<file path="config.mk">
export PLATFORM = sky130hd
export DESIGN_NAME = mem_port_arbiter
export DESIGN_NICKNAME = d
export VERILOG_FILES = /design/src/rtl/mem_arb_pkg.sv /design/src/rtl/arb2_pick.sv /design/src/rtl/mem_port_arbiter.sv
export SDC_FILE = /design/constraint.sdc
export NUM_CORES = 1
export LEC_CHECK = 0
export CAP_MARGIN = 40
export CORE_AREA = 2 2 107 109
export CTS_CLUSTER_SIZE = 28
export DETAILED_ROUTE_END_ITERATION = 12
export DIE_AREA = 0 0 109 111
export PLACE_DENSITY = 0.58
export SYNTH_ARGS = -nofsm -noshare
export SYNTH_HDL_FRONTEND = slang
export SYNTH_HIERARCHICAL = 1
export SYNTH_SLANG_ARGS = --single-unit
</file>
<file path="constraint.sdc">
create_clock -name clk -period 1.35 [get_ports clk]
set_input_delay 0.2025 -clock clk [delete_from_list [all_inputs] [get_ports clk]]
set_output_delay 0.2025 -clock clk [all_outputs]
set_load 0.05 [all_outputs]
</file>
<file path="src/rtl/mem_arb_pkg.sv">
// Shared types for the instruction/data SRAM port arbiter: response FSM states
// and requester owner encodings.
package mem_arb_pkg;

  typedef enum logic [1:0] {
    IDLE   = 2'd0,
    RESP_I = 2'd1,
    RESP_D = 2'd2
  } state_t;

  localparam logic OWN_I = 1'b0;
  localparam logic OWN_D = 1'b1;

endpackage

</file>
<file path="src/rtl/arb2_pick.sv">
// Two-way grant picker for the fetch and data requesters.
// ARB_RR_EN selects round-robin; otherwise data wins over instruction.
module arb2_pick
  import mem_arb_pkg::*;
(
  input  logic req_i,
  input  logic req_d,
`ifdef ARB_RR_EN
  input  logic last_grant,
`endif
  output logic grant_i,
  output logic grant_d
);

  // Resolve a single grant from the two requests
  always_comb begin
    grant_i = 1'b0;
    grant_d = 1'b0;
    if (req_i && req_d) begin
`ifdef ARB_RR_EN
      // On conflict the side that did not win last time goes first
      if (last_grant == OWN_I) begin
        grant_d = 1'b1;
      end else begin
        grant_i = 1'b1;
      end
`else
      grant_d = 1'b1;
`endif
    end else if (req_d) begin
      grant_d = 1'b1;
    end else if (req_i) begin
      grant_i = 1'b1;
    end else begin
      grant_i = 1'b0;
      grant_d = 1'b0;
    end
  end

endmodule

</file>
<file path="src/rtl/mem_port_arbiter.sv">
// Shares one synchronous SRAM between instruction fetch and data ports; the
// response returns one cycle after grant. ARB_RR_EN enables round-robin arbitration.
module mem_port_arbiter
  import mem_arb_pkg::*;
#(
  parameter int ADDR_W = 32,
  parameter int DATA_W = 32
) (
  input  logic                clk,
  input  logic                reset,
  input  logic                inst_req,
  input  logic [ADDR_W-1:0]   inst_addr,
  output logic                inst_addr_ok,
  output logic                inst_data_ok,
  output logic [DATA_W-1:0]   inst_rdata,
  input  logic                data_req,
  input  logic                data_wr,
  input  logic [DATA_W/8-1:0] data_wstrb,
  input  logic [ADDR_W-1:0]   data_addr,
  input  logic [DATA_W-1:0]   data_wdata,
  output logic                data_addr_ok,
  output logic                data_data_ok,
  output logic [DATA_W-1:0]   data_rdata,
  output logic                sram_en,
  output logic [DATA_W/8-1:0] sram_we,
  output logic [ADDR_W-1:0]   sram_addr,
  output logic [DATA_W-1:0]   sram_wdata,
  input  logic [DATA_W-1:0]   sram_rdata
);

  localparam int STRB_W = DATA_W / 8;

  state_t state_r;
  state_t next_state_s;
  logic   resp_wr_r;
  logic   req_i_s;
  logic   req_d_s;
  logic   grant_i_s;
  logic   grant_d_s;

  // Requests are masked while reset is held so nothing is granted or answered
  assign req_i_s = inst_req & ~reset;
  assign req_d_s = data_req & ~reset;

`ifdef ARB_RR_EN
  logic last_grant_r;

  arb2_pick u_pick (
    .req_i      (req_i_s),
    .req_d      (req_d_s),
    .last_grant (last_grant_r),
    .grant_i    (grant_i_s),
    .grant_d    (grant_d_s)
  );

  // Round-robin pointer: remembers the owner of the most recent grant
  always_ff @(posedge clk) begin
    if (reset) begin
      last_grant_r <= OWN_I;
    end else if (grant_i_s) begin
      last_grant_r <= OWN_I;
    end else if (grant_d_s) begin
      last_grant_r <= OWN_D;
    end else begin
      last_grant_r <= last_grant_r;
    end
  end
`else
  arb2_pick u_pick (
    .req_i   (req_i_s),
    .req_d   (req_d_s),
    .grant_i (grant_i_s),
    .grant_d (grant_d_s)
  );
`endif

  // SRAM request mux driven from the winning requester
  always_comb begin
    inst_addr_ok = grant_i_s;
    data_addr_ok = grant_d_s;
    sram_en      = grant_i_s | grant_d_s;
    sram_wdata   = data_wdata;
    if (grant_d_s) begin
      sram_addr = data_addr;
    end else begin
      sram_addr = inst_addr;
    end
    if (grant_d_s && data_wr) begin
      sram_we = data_wstrb;
    end else begin
      sram_we = {STRB_W{1'b0}};
    end
  end

  // Response owner register
  always_ff @(posedge clk) begin
    if (reset) begin
      state_r <= IDLE;
    end else begin
      state_r <= next_state_s;
    end
  end

  // Next owner follows this cycle's grant; no grant means no response
  always_comb begin
    next_state_s = IDLE;
    if (grant_i_s) begin
      next_state_s = RESP_I;
    end else if (grant_d_s) begin
      next_state_s = RESP_D;
    end else begin
      next_state_s = IDLE;
    end
  end

  // Remember whether the outstanding data access was a store
  always_ff @(posedge clk) begin
    if (reset) begin
      resp_wr_r <= 1'b0;
    end else if (grant_d_s) begin
      resp_wr_r <= data_wr;
    end else begin
      resp_wr_r <= resp_wr_r;
    end
  end

  // Response outputs; a reset in the response cycle drops the response
  always_comb begin
    inst_data_ok = 1'b0;
    data_data_ok = 1'b0;
    inst_rdata   = sram_rdata;
    if (resp_wr_r) begin
      data_rdata = {DATA_W{1'b0}};
    end else begin
      data_rdata = sram_rdata;
    end
    case (state_r)
      RESP_I:  inst_data_ok = ~reset;
      RESP_D:  data_data_ok = ~reset;
      IDLE:    begin
        inst_data_ok = 1'b0;
        data_data_ok = 1'b0;
      end
      default: begin
        inst_data_ok = 1'b0;
        data_data_ok = 1'b0;
      end
    endcase
  end

endmodule

</file>
* Word level (Yosys, flattened, before mapping)
Cells that the tools add are included.
** Word-level totals
- Register bits :: 3
- Output and inout port bits :: 137
- Input port bits :: 137
** Cells by class
- Bitwise logic cells :: 4
- Reduce and logical (&&, ||, !) cells :: 3
- Equality and inequality tests :: 2
- Muxes and demuxes :: 12
** Operators by type and width (count)
- 32-bit two-way mux :: 2
- 1-bit two-way mux :: 8
- 4-bit two-way mux :: 1
- 1-bit AND :: 2
- 2-bit by 1-bit equality test with 1-bit output, second input constant :: 1
- 2-bit equality test, second input constant :: 1
- 1-bit logical AND :: 2
- 2-bit two-way mux :: 1
- 2-bit OR reduction :: 1
- 1-bit inverter :: 1
- 1-bit OR :: 1

* Depth between registers and ports, before layout
- Depth after elaboration :: 6
- Mapped depth :: 6

* Cells and area by module
The synthesis kept the hierarchy.
** Modules (own cells, without submodules)
- mem_port_arbiter :: seq. area each 60.1 µm², cells an instance 151, instances 1, area an instance 1261.2 µm²
- arb2_pick :: seq. area each 0.0 µm², cells an instance 2, instances 1, area an instance 10.0 µm²

* Least setup slack after synthesis
Ideal clock, no wire load.
- Path kind :: input-to-output
- Start point :: input port data_req
- End point :: output port sram_we[0]
- Slack :: -565 ps
- Stages :: 5
- Buffers on the path :: 3
- Arrival :: 1713 ps
- Path through :: nor2b_1 -> clkbuf_1 -> buf_6 -> buf_6 -> and3_1
** Between the ends
- Word-level cells in the longest chain between the ends :: 5
- Elaborated cells between the ends (all ways) :: 6
** Ends and longest elaborated chain
- from (decl) :: RTL line mem_port_arbiter.sv:16 : input logic data_req,
- 1-bit AND (*) :: RTL line mem_port_arbiter.sv:43 : assign req_d_s = data_req & ~reset;
- 1-bit two-way mux / 1-bit logical AND (equally long branches) :: RTL line arb2_pick.sv:30, arb2_pick.sv:19
- 1-bit two-way mux (*) :: RTL line arb2_pick.sv:19 : if (req_i && req_d) begin
- via data_addr_ok :: RTL line mem_port_arbiter.sv:21 : output logic data_addr_ok,
- 1-bit logical AND (*) :: RTL line mem_port_arbiter.sv:88 : if (grant_d_s && data_wr) begin
- 4-bit two-way mux (*) :: RTL line mem_port_arbiter.sv:88
- to (decl) :: RTL line mem_port_arbiter.sv:25 : output logic [DATA_W/8-1:0] sram_we,
The timed path passes the listed nets; every way through them passes the cells marked *.

* Worst setup path in the final report
- Start point :: input port data_req
- End point :: output port sram_addr[1]
** Between the ends
- Word-level cells in the longest chain between the ends :: 4
- Elaborated cells between the ends (all ways) :: 5
** Ends and longest elaborated chain
- 1-bit AND (*) :: RTL line mem_port_arbiter.sv:43
- 1-bit two-way mux / 1-bit logical AND (equally long branches) :: RTL line arb2_pick.sv:30, arb2_pick.sv:19
- 1-bit two-way mux (*) :: RTL line arb2_pick.sv:19
- 32-bit two-way mux (*) :: RTL line mem_port_arbiter.sv:83 : if (grant_d_s) begin
- to (decl) :: RTL line mem_port_arbiter.sv:26 : output logic [ADDR_W-1:0] sram_addr,
Mark *: on every way between the ends. The rest lies on a longest branch, timed or not.

==> flow_summary_export.csv <==
group,metric,value,unit
sta,worst-slew-pin-transition,181,ps
cts,clockBufferDepth,2,
cts,num_cts_buffers,3,
hold_path,min-delay-path-class,"in2reg",
sta,timing.fmax,675,MHz
drt,post_drt_via_cell_ratio,3.53,
drt,drc_errors,0,
floorplanning,start_util,0.115,
sta,clock-skew-final,0,ps
setup_path,crit_arrival,1280,ps
cells_and_area,n_fill_cell,1042,
drt,route.antenna.remaining_nets,0,
drt,routed_wirelength,6100,um
cells_and_area,final_cell_count_no_fill,486,
setup_path,regToRegStartpoint,"resp_wr_r",
cts,clkSlewWorstSetupHoldPaths,30,ps
sta,min_period,1480,ps
run_status,violations,"negative setup slack",
global_routing,pin_count_of_the_biggest_net_entering_global_routing,17,
cells_and_area,final_nets,481,
setup_path,crit_path_max_fo,9,
cells_and_area,core_utilization_of_the_finished_layout,0.409,
power_and_ir_drop,clockPowerShare,0.169,
power_and_ir_drop,design_power_total,2.81,mW
synthesis,dominant_cell_type_by_area_after_synthesis,"sky130_fd_sc_hd__buf_4",
place,hpwlAfterDp,4830,um
power_and_ir_drop,share_seq_of_total_power,0.035,
setup_path,element_type_at_the_critical_path_end,"output pin",
power_and_ir_drop,pwr_density_cell,620,nW/um^2
drt,routed-via-count,1717,
setup_path,cp_cell_sequence,"buf_6 > nor2b_4 > buf_12 > buf_4 > buf_16 > mux2_4 > buf_12",
cts,ctsHtreeMaxLevel,1,
setup_path,cp_common_cell,"sky130_fd_sc_hd__buf_12",
setup_path,crit_slowest_cell,"sky130_fd_sc_hd__mux2_4",
sta,layout_worst_path_cycle_share,1.10,
synthesis,synth_seq_cells,3,
sta,setup_repair_after_global_routing_missed_its_margin,"yes",
floorplanning,core_region_area,11100,sq um
cts,clock_insertion_delay_worst_skew,230,ps
floorplanning,fp.dieH,111,um
synthesis,synthDominantCellAreaShare,0.390,
setup_path,critPathMaxStageDelay,310,ps
global_routing,grt_use_total,0.0924,
synthesis,postSynthAreaPerCell,8.31,sq um
global_routing,antenna_violations_before_repair,0,
cts,tritoncts_clock_tree,"yes",
cells_and_area,syn_to_final_growth,257,%
place,global_placer_s_final_weighted_congestion,0.670,
synthesis,yosys_warn_count,6,
run_status,run_status,"finished with violations",
synthesis,synth_sequential_area_ratio,0.0472,
power_and_ir_drop,share_comb_of_total_power,0.796,
setup_path,worstSetupStartpointType,"primary input",
hold_path,hp-start,"reset",
power_and_ir_drop,net-switching-power,1.16,mW
sta,finalWorstSetupSlack,-131,ps
synthesis,post_synth_instance_area,1270,sq um
drt,detailedRoute.firstIterationViolations,9,
synthesis,synth.distinct_cells,15,
place,place.detailed.instances,470,
floorplanning,die-area,12100,sq um
global_routing,global_route_wire_length_before_repair,8910,um
sta,fin_setup_tns,-3340,ps
synthesis,synth_top_cells_by_area,"sky130_fd_sc_hd__buf_4 (39%), sky130_fd_sc_hd__mux2_2 (26%), sky130_fd_sc_hd__nor2b_1 (15%), sky130_fd_sc_hd__dfxtp_1 (4.7%), sky130_fd_sc_hd__and2b_1 (3.5%)",
sta,hold_violations,0,
setup_path,worst_ep_required_time,1150,ps
drt,detail_route.wl_per_cell,12.6,um
power_and_ir_drop,peakVddDrop,0.777,mV
sta,maxSlewHeadroom,0.879,
sta,final-setup-viol-count,39,
run,cap_violations,0,
power_and_ir_drop,power.static_leakage,2.03,nW
power_and_ir_drop,cell_internal_pwr,1.66,mW
cts,cts_hold_buf,0,
drt,first_pass_iteration_count_of_the_detailed_router,2,
cells_and_area,num_antenna_cells,0,
floorplanning,floorplan.rows,39,
global_routing,globalRoute.totalOverflow,0,
sta,timing_max_transition_violations_final,0,
cells_and_area,drive_gt1_frac,0.656,
global_routing,first_global_vias,1802,
power_and_ir_drop,power.switching_fraction,0.411,
floorplanning,die_width,109,um
place,port_buffers,209,
cts,clkSinkCount,3,
cts,root_buffer,"sky130_fd_sc_hd__clkbuf_16",
setup_path,crit_start,"data_req",
setup_path,timing_worst_setup_path_type,"in2out",
floorplanning,io_pins,274,
synthesis,mappedNetlistNets,290,
synthesis,synthCells,153,
sta,finalHoldWorstSlack,277,ps
synthesized netlist by cell type:
master and instances:
sky130_fd_sc_hd__mux2_4 3, sky130_fd_sc_hd__buf_4 66, sky130_fd_sc_hd__nor2b_1 30, sky130_fd_sc_hd__or2_1 1, sky130_fd_sc_hd__nor3b_2 1, sky130_fd_sc_hd__mux2_2 29
sky130_fd_sc_hd__and3_1 4, sky130_fd_sc_hd__buf_6 2, sky130_fd_sc_hd__dfxtp_1 3, sky130_fd_sc_hd__and2b_1 6, sky130_fd_sc_hd__buf_2 1, sky130_fd_sc_hd__mux2i_1 1
sky130_fd_sc_hd__nor2_1 1, sky130_fd_sc_hd__clkbuf_1 3, sky130_fd_sc_hd__nor3b_1 2
logic make-up (layout without fill, tap and decap cells):
logic type	after synthesis	after routing	synth area share
buf+inv	72	262	0.420
simple gates	45	45	0.232
mux	33	33	0.300
flops	3	3	0.0472
layout make-up:
cell class                      instances  area, sq um  share of cell area
Tap cell                              143          179              0.0394
Multi-Input combinational cell         78          891               0.196
Timing Repair Buffer                  258         3320               0.733
Sequential cell                         3         63.8              0.0141
Clock buffer                            4         78.8              0.0174
metal layers:
metal	track usage	share of wire	wire length [um]
met4	0.0162	0.0072	44
met2	0.178	0.53	3220
met3	0.0329	0.14	847
met1	0.0936	0.33	1990
met5	0	0	0
state kept, by name (all words and copies together), names as in the netlist:
name       count
resp_wr_r      1
state_r        2
cells in the final DEF (no fill, tap or decap):
cell,instances
sky130_fd_sc_hd__clkdlybuf4s50_1,101
sky130_fd_sc_hd__buf_12,77
sky130_fd_sc_hd__buf_4,58
sky130_fd_sc_hd__mux2_4,32
sky130_fd_sc_hd__nor2b_2,24
sky130_fd_sc_hd__buf_6,13
sky130_fd_sc_hd__and2b_1,6
sky130_fd_sc_hd__and3_4,4
sky130_fd_sc_hd__clkbuf_16,4
sky130_fd_sc_hd__buf_16,4
sky130_fd_sc_hd__nor2b_4,3
sky130_fd_sc_hd__nor2b_1,3
sky130_fd_sc_hd__buf_8,3
sky130_fd_sc_hd__nor3b_1,2
sky130_fd_sc_hd__dfxtp_1,2
sky130_fd_sc_hd__or2_4,1
sky130_fd_sc_hd__nor3b_2,1
sky130_fd_sc_hd__mux2i_1,1
sky130_fd_sc_hd__nor2_1,1
sky130_fd_sc_hd__clkbuf_1,1
sky130_fd_sc_hd__dlygate4sd2_1,1
sky130_fd_sc_hd__dfxtp_4,1
power by group through the flow:
stage | Combinational (mW) | Clock (mW) | Sequential [mW]
detailed placement | 2.14 | 0 | 0.0963
global placement | 2.13 | 0 | 0.0962
global route | 2.32 | 0.492 | 0.100
floorplan | 1.35 | 0 | 0.0964
CTS | 2.26 | 0.485 | 0.0990
finish | 2.24 | 0.475 | 0.0993
path summary, 6_finish.rpt:
path | slack, ps | cells after the start | end
setup / recovery | -130 | 7 | sram_addr[1]
hold / removal | 280 | 3 | resp_wr_r
setup reg to reg | 480 | 3 | resp_wr_r
hold reg to reg | 800 | 3 | resp_wr_r
critical path, delay by kind of cell:
kind                   cells  cell delay, ps
buffers and inverters      5             640
muxes                      1             310
and+or+nand+nor            1             130
what timing repair did:
action | 4_1_cts | 5_1_grt
setup buffers | 7 | 1
endpoints found under the setup margin | 48 | 44
gates resized for setup | 30 | 13
gates cloned | 6 | 1
metrics by stage:
step	area (sq um)	setup slack [ps]
after floorplan	1500	-309
after global placement	4140	-514
after detailed placement	4140	-523
after CTS	4530	-227
after global routing	4540	-164
final	4540	-131
Note: power is estimated with default switching activity, not from simulation.
